<file path="config.mk">
export PLATFORM = sky130hd
export DESIGN_NAME = fifo_wr_arbiter
export DESIGN_NICKNAME = d
export VERILOG_FILES = /design/src/rtl/fifo_arb_pkg.sv /design/src/rtl/rr_pick.sv /design/src/rtl/fifo_wr_arbiter.sv
export SDC_FILE = /design/constraint.sdc
export NUM_CORES = 1
export LEC_CHECK = 0
export BUFFER_PORTS_ARGS = -buffer_cell sky130_fd_sc_hd__buf_2
export CORE_MARGIN = 4
export CORE_UTILIZATION = 34
export DETAILED_ROUTE_END_ITERATION = 6
export PLACE_DENSITY = 0.81
export SLEW_MARGIN = 20
export SYNTH_ARGS = -nofsm -noshare
export SYNTH_HDL_FRONTEND = slang
export SYNTH_SLANG_ARGS = --single-unit
</file>
<file path="constraint.sdc">
create_clock -name clk -period 1.8 [get_ports clk]
set_clock_uncertainty 0.2 [all_clocks]
set_input_delay 0.09 -clock clk [delete_from_list [all_inputs] [get_ports clk]]
set_output_delay 0.09 -clock clk [all_outputs]
set_load 0.01 [all_outputs]
</file>
<file path="src/rtl/fifo_arb_pkg.sv">
// Shared types and sizing helpers for the FIFO write-port arbiter.
// Pure declarations: no logic, no latency, no backpressure.
// Imported by rr_pick and fifo_wr_arbiter.
package fifo_arb_pkg;

    typedef enum logic {
        IDLE = 1'b0,
        XFER = 1'b1
    } arb_state_t;

    localparam int STATS_W = 16;

    // Index width for n requesters; a lone requester still needs one bit.
    function automatic int id_w(input int n);
        return (n > 1) ? $clog2(n) : 1;
    endfunction

endpackage

</file>
<file path="src/rtl/rr_pick.sv">
// Round-robin priority picker: first set req bit searching upward from ptr+1.
// Latency: purely combinational.
// Backpressure: none; the caller decides when the winner is consumed.
module rr_pick
    import fifo_arb_pkg::*;
#(
    parameter  int NUM_REQ = 4,
    localparam int IW      = id_w(NUM_REQ)
) (
    input  logic [NUM_REQ-1:0] req,
    input  logic [IW-1:0]      ptr,
    output logic [IW-1:0]      winner,
    output logic               any_req
);

    logic [IW-1:0] idx;

    // Walk offsets from farthest to nearest so the nearest request overwrites last.
    always_comb begin
        winner  = '0;
        idx     = '0;
        any_req = |req;
        for (int k = NUM_REQ; k >= 1; k--) begin
            idx = IW'((int'(ptr) + k) % NUM_REQ);
            if (req[idx]) begin
                winner = idx;
            end
        end
    end

endmodule

</file>
<file path="src/rtl/fifo_wr_arbiter.sv">
// Round-robin sharing of one FIFO write port; grant held per packet or MAX_BURST beats; FIFO_ARB_STATS_EN adds per-requester beat counters.
// Latency: one bubble cycle to arbitrate, then one beat per cycle straight to the FIFO.
// Backpressure: fifo_full combinationally drops the owner's ready and w_en; state holds.
module fifo_wr_arbiter
    import fifo_arb_pkg::*;
#(
    parameter  int NUM_REQ   = 4,
    parameter  int WIDTH     = 8,
    parameter  int MAX_BURST = 0,
    localparam int IW        = id_w(NUM_REQ)
) (
    input  logic                     clk,
    input  logic                     rst,
    input  logic [NUM_REQ-1:0]       req,
    input  logic [NUM_REQ*WIDTH-1:0] req_data,
    input  logic [NUM_REQ-1:0]       req_last,
    output logic [NUM_REQ-1:0]       ready,
    input  logic                     fifo_full,
    output logic                     fifo_w_en,
    output logic [WIDTH-1:0]         fifo_data_in,
    output logic [IW-1:0]            grant_id,
    output logic                     busy
`ifdef FIFO_ARB_STATS_EN
    ,
    output logic [NUM_REQ*STATS_W-1:0] beat_count
`endif
);

    localparam int BW = (MAX_BURST > 0) ? $clog2(MAX_BURST + 1) : 1;

    arb_state_t    state, state_nxt;
    logic [IW-1:0] rr_ptr;
    logic [IW-1:0] win_id;
    logic          any_req;
    logic          accept;
    logic          end_grant;
    logic [BW-1:0] beat_cnt;

    rr_pick #(.NUM_REQ(NUM_REQ)) u_pick (
        .req     (req),
        .ptr     (rr_ptr),
        .winner  (win_id),
        .any_req (any_req)
    );

    assign busy         = (state == XFER);
    assign fifo_data_in = req_data[grant_id*WIDTH +: WIDTH];

    always_comb begin
        state_nxt = state;
        ready     = '0;
        fifo_w_en = 1'b0;
        accept    = 1'b0;
        end_grant = 1'b0;
        if (state == XFER) begin
            ready[grant_id] = !fifo_full;
            accept          = req[grant_id] && !fifo_full;
            fifo_w_en       = accept;
            end_grant       = accept && (req_last[grant_id] ||
                              (MAX_BURST != 0 && beat_cnt == BW'(MAX_BURST - 1)));
            if (end_grant) begin
                state_nxt = IDLE;
            end
        end else if (any_req) begin
            state_nxt = XFER;
        end
    end

    always_ff @(posedge clk) begin
        if (rst) begin
            state    <= IDLE;
            rr_ptr   <= IW'(NUM_REQ - 1);
            grant_id <= '0;
            beat_cnt <= '0;
        end else begin
            state <= state_nxt;
            if (state == IDLE && any_req) begin
                grant_id <= win_id;
                beat_cnt <= '0;
            end else if (accept && beat_cnt != '1) begin
                beat_cnt <= beat_cnt + 1'b1;
            end
            if (end_grant) begin
                rr_ptr <= grant_id;
            end
        end
    end

`ifdef FIFO_ARB_STATS_EN
    logic [STATS_W-1:0] stat_cnt [NUM_REQ];

    always_ff @(posedge clk) begin
        if (rst) begin
            for (int i = 0; i < NUM_REQ; i++) begin
                stat_cnt[i] <= '0;
            end
        end else if (accept && stat_cnt[grant_id] != '1) begin
            stat_cnt[grant_id] <= stat_cnt[grant_id] + 1'b1;
        end
    end

    always_comb begin
        for (int i = 0; i < NUM_REQ; i++) begin
            beat_count[i*STATS_W +: STATS_W] = stat_cnt[i];
        end
    end
`endif

endmodule
</file>
==> metrics.cfg, run 1 <==
[grt]
grt_pass1_vias=742
grt_max_degree=12
antenna_found_initial=0
grtUsageTotal_pct=16.25
grt_pass1_wl_um=3153
grt.overflow.total=0

[synth]
ys_warn_count=0
synth_seq_cells=5
syn_avg_cell_area_um2=10.31
synthCells=54
yosysSeqAreaShare_pct=17.98
syn_nets=97
ys_types=22
synthesis.area_um2=556.8

[clocking]
clkSinkCount=5
cts_buffer_depth=2
path_clk_slew_ns=0.05
cts_buffers=3
cts_root_buffer=clkbuf_4
cts_tree=built
h-tree-depth=1
clk_latency_ns=0.25

[timing]
hold_ws_ns=0.05221
finalSetupViolations=0
worst_pin_slew_ns=0.3361
final.min_clock_period_ns=1.730
finalCritPeriodShare_pct=96.09
slew_headroom_pct=77.39
maxSlewViolCount=0
timing.fmax_ghz=0.5781
fin_setup_tns_ns=0
hold_viol_final=0
rsz0062_at_grt=false

[run]
max_cap_viol_count=0

[routing]
vias=706
avgRoutedWirePerCell_um=13.99
first_pass_iters=4
finalWirelength_um=1902
drtIter0Drc=8
ant_nets=0
vias_per_cell=5.191
drc=0

[die]
die_w_um=48.47
start_util_pct=36.54
rows=14
core_um2=1524
io_pins=59
die_h_um=48.47
dieArea_um2=2349

[layout]
area_growth_pct=68.54
fillers=141
num_antenna_cells=0
final_util_pct=61.58
drive_gt1_share_pct=63.33
final_nets=164

[worst_setup_path]
crit_type=reg -> out
path_max_fanout=5
slowest_delay_ns=0.55
crit_family=multiplexers
cp-start-kind=register
cp_slowest_cell=mux4_1
critPathCaptureType=output pin
cp.required_ns=1.51
worstPathCellList=buf_6 -> mux4_1 -> buf_2
worstPathArrival_ns=1.44
path_buf_inv=2

[placement]
dp_hpwl_um=1652
io_buffers=58
routabilityCongestion=0.7768

[run_status]
status=completed

[power_and_ir_drop]
total_power_mw=0.5151
p_leak_nw=0.4684
ir_drop_v=0.0004227
p_per_area_nw_per_um2=549.0

[hold_path]
min_path_type=in -> reg

-- worst min-delay path, delay by kind of cell --
kind,cells,cell delay (ns)
buffers and inverters,1,0.11
AOI/OAI and AO/OA,2,0.16
and+or+nand+nor,1,0.08
-- final cells by class --
class / instances / area [um^2] / area share (%)
Inverter: 2 / 7.507 / 0.8000
Tap cell: 16 / 20.02 / 2.133
Multi-Input combinational cell: 44 / 429.2 / 45.73
Sequential cell: 5 / 103.9 / 11.07
Clock buffer: 4 / 26.28 / 2.800
Timing Repair Buffer: 65 / 351.6 / 37.47
-- where the power goes --
group          switching [mW]  internal, mW  total [mW]
logic                   0.103         0.145       0.248
clock network          0.0514        0.0842       0.136
registers              0.0110         0.121       0.132
-- synthesized netlist by cell type --
cell type	instances	area share [%]
nor2_1	13	8.8
mux4_2	6	24
dfxtp_1	5	18
mux2i_1	4	7.2
mux4_1	3	14
nand2b_1	3	3.4
o21ai_0	3	2.7
inv_1	2	1.3
nand3_1	2	1.8
a211oi_1	1	1.3
a21oi_1	1	0.90
and2_4	1	1.6
buf_1	1	0.67
buf_2	1	0.90
buf_6	1	2.0
nand3b_1	1	1.3
nor3_2	1	1.8
nor4_1	1	1.1
o211ai_1	1	1.3
o22a_1	1	1.6
o22ai_2	1	2.2
or3b_1	1	1.6
-- flip-flops by register name, summed over array words and instances (netlist names) --
name,flops
busy,1
grant_id,2
rr_ptr,2
-- cell usage in the layout, fill, tap and decap left out --
cell / count
nand2b_1: 3
nor2_1: 13
nor3_2: 1
mux2i_1: 4
or3b_1: 1
nand3_1: 2
nor4_1: 1
o22ai_2: 1
mux4_1: 3
mux4_2: 6
buf_2: 58
clkbuf_1: 1
a21oi_1: 1
dlygate4sd3_1: 2
a211oi_1: 1
o211ai_1: 1
o22a_1: 1
and2_4: 1
dfxtp_1: 4
inv_1: 2
dfxtp_4: 1
nand3b_1: 1
o21ai_0: 3
clkbuf_4: 3
buf_4: 4
buf_6: 1
-- cells by family (layout without fill, tap and decap cells) --
logic type | after synthesis | in the layout | synth area share [%]
AO/OA/AOI/OAI | 8 | 8 | 10.11
multiplexers | 13 | 13 | 45.62
flip-flops | 5 | 5 | 17.98
AND/OR/NAND/NOR | 23 | 23 | 21.35
buffers and inverters | 5 | 71 | 4.943
-- final timing paths --
| kind | start | to | slack (ns) | cells after the start |
|---|---|---|---|---|
| setup / recovery | grant_id[0]$_SDFFE_PP0P_ | fifo_data_in[4] | 0.07 | 3 |
| hold / removal | req[0] | grant_id[1]$_SDFFE_PP0P_ | 0.05 | 4 |
| setup reg to reg | rr_ptr[0]$_SDFFE_PP1P_ | grant_id[0]$_SDFFE_PP0P_ | 0.14 | 5 |
| hold reg to reg | rr_ptr[0]$_SDFFE_PP1P_ | rr_ptr[0]$_SDFFE_PP1P_ | 0.34 | 2 |
-- routing by layer --
metal | up-vias | global-route usage [%] | wire length, um
li1 | 344 | - | -
met1 | 315 | 16.02 | 648
met2 | 45 | 30.00 | 994
met3 | 2 | 7.055 | 245
met4 | 0 | 4.933 | 14
met5 | - | 0 | 0
-- repair_timing --
action	CTS	global route
gates resized for setup	3	0
setup endpoints to repair	8	6
buffers inserted	0	2
endpoints found under the hold margin	4	0
hold buffers	2	0
-- metrics by stage --
stage	area (um^2)	setup WS, ns	instances
floorplan	556.8	0.1688	54
global placement	869.6	0.1908	128
detailed placement	869.6	0.1268	128
CTS	923.4	0.01731	134
global route	938.4	0.009648	136
finish	938.4	0.07032	136
No activity file was read; power rests on OpenSTA's default activity.
==> run 2, diff against run 1 <==
--- a/config.mk
+++ b/config.mk
@@ -5,11 +5,12 @@
 export SDC_FILE = /design/constraint.sdc
 export NUM_CORES = 1
 export LEC_CHECK = 0
+export ABC_AREA = 1
 export BUFFER_PORTS_ARGS = -buffer_cell sky130_fd_sc_hd__buf_2
 export CORE_MARGIN = 4
-export CORE_UTILIZATION = 34
+export CORE_UTILIZATION = 35
 export DETAILED_ROUTE_END_ITERATION = 6
-export PLACE_DENSITY = 0.81
+export PLACE_DENSITY = 0.75
 export SLEW_MARGIN = 20
 export SYNTH_ARGS = -nofsm -noshare
 export SYNTH_HDL_FRONTEND = slang
==> run 2 against run 1 <==
- maximum frequency grew 3.6%
- area after synthesis up 34%
- combinational power up 51%
- sequential share of layout area down 1.7 points
- critical endpoint is now fifo_w_en
==> metrics.cfg, run 2 <==
[hold_path]
min_path_type=in -> reg

[power_and_ir_drop]
p_per_area_nw_per_um2=582.2
ir_drop_v=0.0004071
p_leak_nw=0.6337
total_power_mw=0.6513

[die]
dieArea_um2=2937
rows=16
io_pins=59
core_um2=2002
die_w_um=54.20
start_util_pct=37.31
die_h_um=54.20

[synth]
muxShareOfSynthArea_pct=0
synth_flop_cell=dfxtp_1
yosysMostFrequentCell=nand2_1
synthXorXnorAreaFrac_pct=0
syn_nets=172
synth_top_family_by_area=simple AND/OR/NAND/NOR gates
netlist.area_leader.share_pct=22.78
synth_compound_area_share_pct=13.57
yosys.area.top_type=nand3_1
synthCells=129
synth_commonest_cells=37 x nand2_1, 34 x nand3_1, 12 x inv_1
ys_types=25
yosys.area_share.adder_pct=0
yosysSeqAreaShare_pct=13.40
ys_top_cells_by_area=nand3_1 23%, nand2_1 19%, dfxtp_1 13%
ys_async_sr_fraction_pct=0
yosys.area_share.simple_pct=60.47
syn_avg_cell_area_um2=5.790
synth_enable_flop_cells=0
ys_warn_count=0
synthesis.area_um2=747.0
synth_seq_cells=5

[worst_setup_path]
slowest_delay_ns=0.46
crit_start=grant_id[1]$_SDFFE_PP0P_
critPathCaptureType=output pin
cp-start-kind=register
r2r_slack_ns=0.21
worstPathArrival_ns=1.38
cp.depth=5
cp_slowest_cell=dfxtp_2
r2r_end=grant_id[0]$_SDFFE_PP0P_
worstRegToRegCells=10
cp-endpoint=fifo_w_en
path_max_fanout=6
crit_family=flip-flops
worstPathCellList=nor2_4 -> a22oi_2 -> o221ai_2 -> and2_1 -> buf_2
crit_type=reg -> out
cp.required_ns=1.51
r2r_start=rr_ptr[0]$_SDFFE_PP1P_
path_buf_inv=1

[grt]
antenna_found_initial=0
grtUsageTotal_pct=20.14
grt_pass1_vias=1063
grt_pass1_wl_um=4409
grt.overflow.total=0
grt_max_degree=19

[layout]
final_util_pct=55.88
mostFrequentLayoutCell=buf_2
area_growth_pct=49.75
stdcell_area_um2=1119
final_nets=236
final_cell_mix=58 x buf_2, 37 x nand2_1, 34 x nand3_1
drive_gt1_share_pct=41.67
num_antenna_cells=0

[clocking]
h-tree-depth=1
clk_latency_ns=0.24
cts_root_buffer=clkbuf_4
cts_buffers=3
cts_buffer_depth=2
cts_tree=built
clkSinkCount=5
path_clk_slew_ns=0.05

[run_status]
status=completed

[timing]
final.min_clock_period_ns=1.669
timing.fmax_ghz=0.5991
finalCritPeriodShare_pct=92.72
hold_viol_final=0
maxSlewViolCount=0
slew_headroom_pct=79.12
worst_pin_slew_ns=0.3121
finalSetupViolations=0

[routing]
vias_per_cell=5.009
first_pass_iters=4
ant_nets=0
drtIter0Drc=19
drc=0
finalWirelength_um=2616
avgRoutedWirePerCell_um=11.95
vias=1097

[placement]
routabilityCongestion=0.8151
dp_hpwl_um=2210
placed_area_um2=1067
io_buffers=58

[run]
max_cap_viol_count=0

[run 2: cell types whose count changed in the layout (fill, tap and decap cells not counted), moves of 3 or more]
cell / previous run / this run
inv_1: 2 / 12
nor2_1: 13 / 5
mux4_2: 6 / 0
nand2_1: 0 / 37
nand2b_1: 3 / 0
a22oi_1: 0 / 7
mux2i_1: 4 / 0
nand4_1: 0 / 4
mux4_1: 3 / 0
nand3_1: 2 / 34
[run 2: logic make-up (layout without fill, tap and decap cells)]
logic type	Yosys count	in the layout
AOI/OAI and AO/OA	13	13
buffers and inverters	20	83
and+or+nand+nor	91	91
DFF	5	5
[run 2: per-layer routing]
layer / share of wire (%) / global-route usage, % / vias up / wire length (um)
met5: 0 / 0 / - / 0
met4: 1.8 / 6.224 / 0 / 48
met3: 4.2 / 4.709 / 6 / 109
met2: 50 / 35.06 / 28 / 1310
met1: 44 / 24.06 / 493 / 1148
li1: - / - / 570 / -
[run 2: how the worst min path moves through the flow]
stage,endpoint,slack (ns),cells past startpoint,from
floorplan,grant_id[0]$_SDFFE_PP0P_,-0.04,1,rst
global placement,grant_id[0]$_SDFFE_PP0P_,0.06,2,rst
CTS,rr_ptr[0]$_SDFFE_PP1P_,0.02,4,fifo_full
finish,rr_ptr[1]$_SDFFE_PP1P_,0.02,4,fifo_full
detailed placement,grant_id[0]$_SDFFE_PP0P_,0.06,2,rst
global route,rr_ptr[1]$_SDFFE_PP1P_,0.05,4,fifo_full
[run 2: area by class of cell]
class                   instances  area [um^2]
repair buffers                 65        345.3
well taps                      27        33.78
inverters                      14        55.05
fillers                       208        883.3
clock buffers                   4        26.28
multi-input cells             104        553.0
flip-flops and latches          5        105.1
[run 2: report_power, final]
| part | switching (mW) | internal (mW) | leakage [nW] |
|---|---|---|---|
| Combinational | 0.207 | 0.167 | 0.576 |
| Clock | 0.0466 | 0.0839 | 0.0150 |
| Sequential | 0.0246 | 0.122 | 0.0423 |
| Total | 0.278 | 0.373 | 0.634 |
[run 2: tightest hold or removal path: cells and delay by family]
kind,cells,cell delay (ns)
buf+inv,1,0.08
simple gates,3,0.24
[run 2: metrics by stage]
| stage | hold slack, ns | std cells | setup slack (ns) | setup TNS [ns] |
|---|---|---|---|---|
| after floorplan | -0.04093 | 129 | 0.3445 | 0 |
| after global placement | 0.06030 | 213 | 0.1798 | 0 |
| after CTS | 0.02001 | 218 | 0.05729 | 0 |
| after global routing | 0.04541 | 219 | -0.003490 | -0.003490 |
| final | 0.01707 | 219 | 0.1310 | 0 |
| after detailed placement | 0.06253 | 213 | 0.1573 | 0 |
[run 2: repair_timing]
| item | in CTS | in global routing |
|---|---|---|
| endpoints found under the hold margin | 5 | 0 |
| endpoints found under the setup margin | 1 | 1 |
| buffers inserted | 0 | 1 |
| resized for setup | 2 | 2 |
| hold buffers | 1 | 0 |
| gates cloned | 0 | 0 |
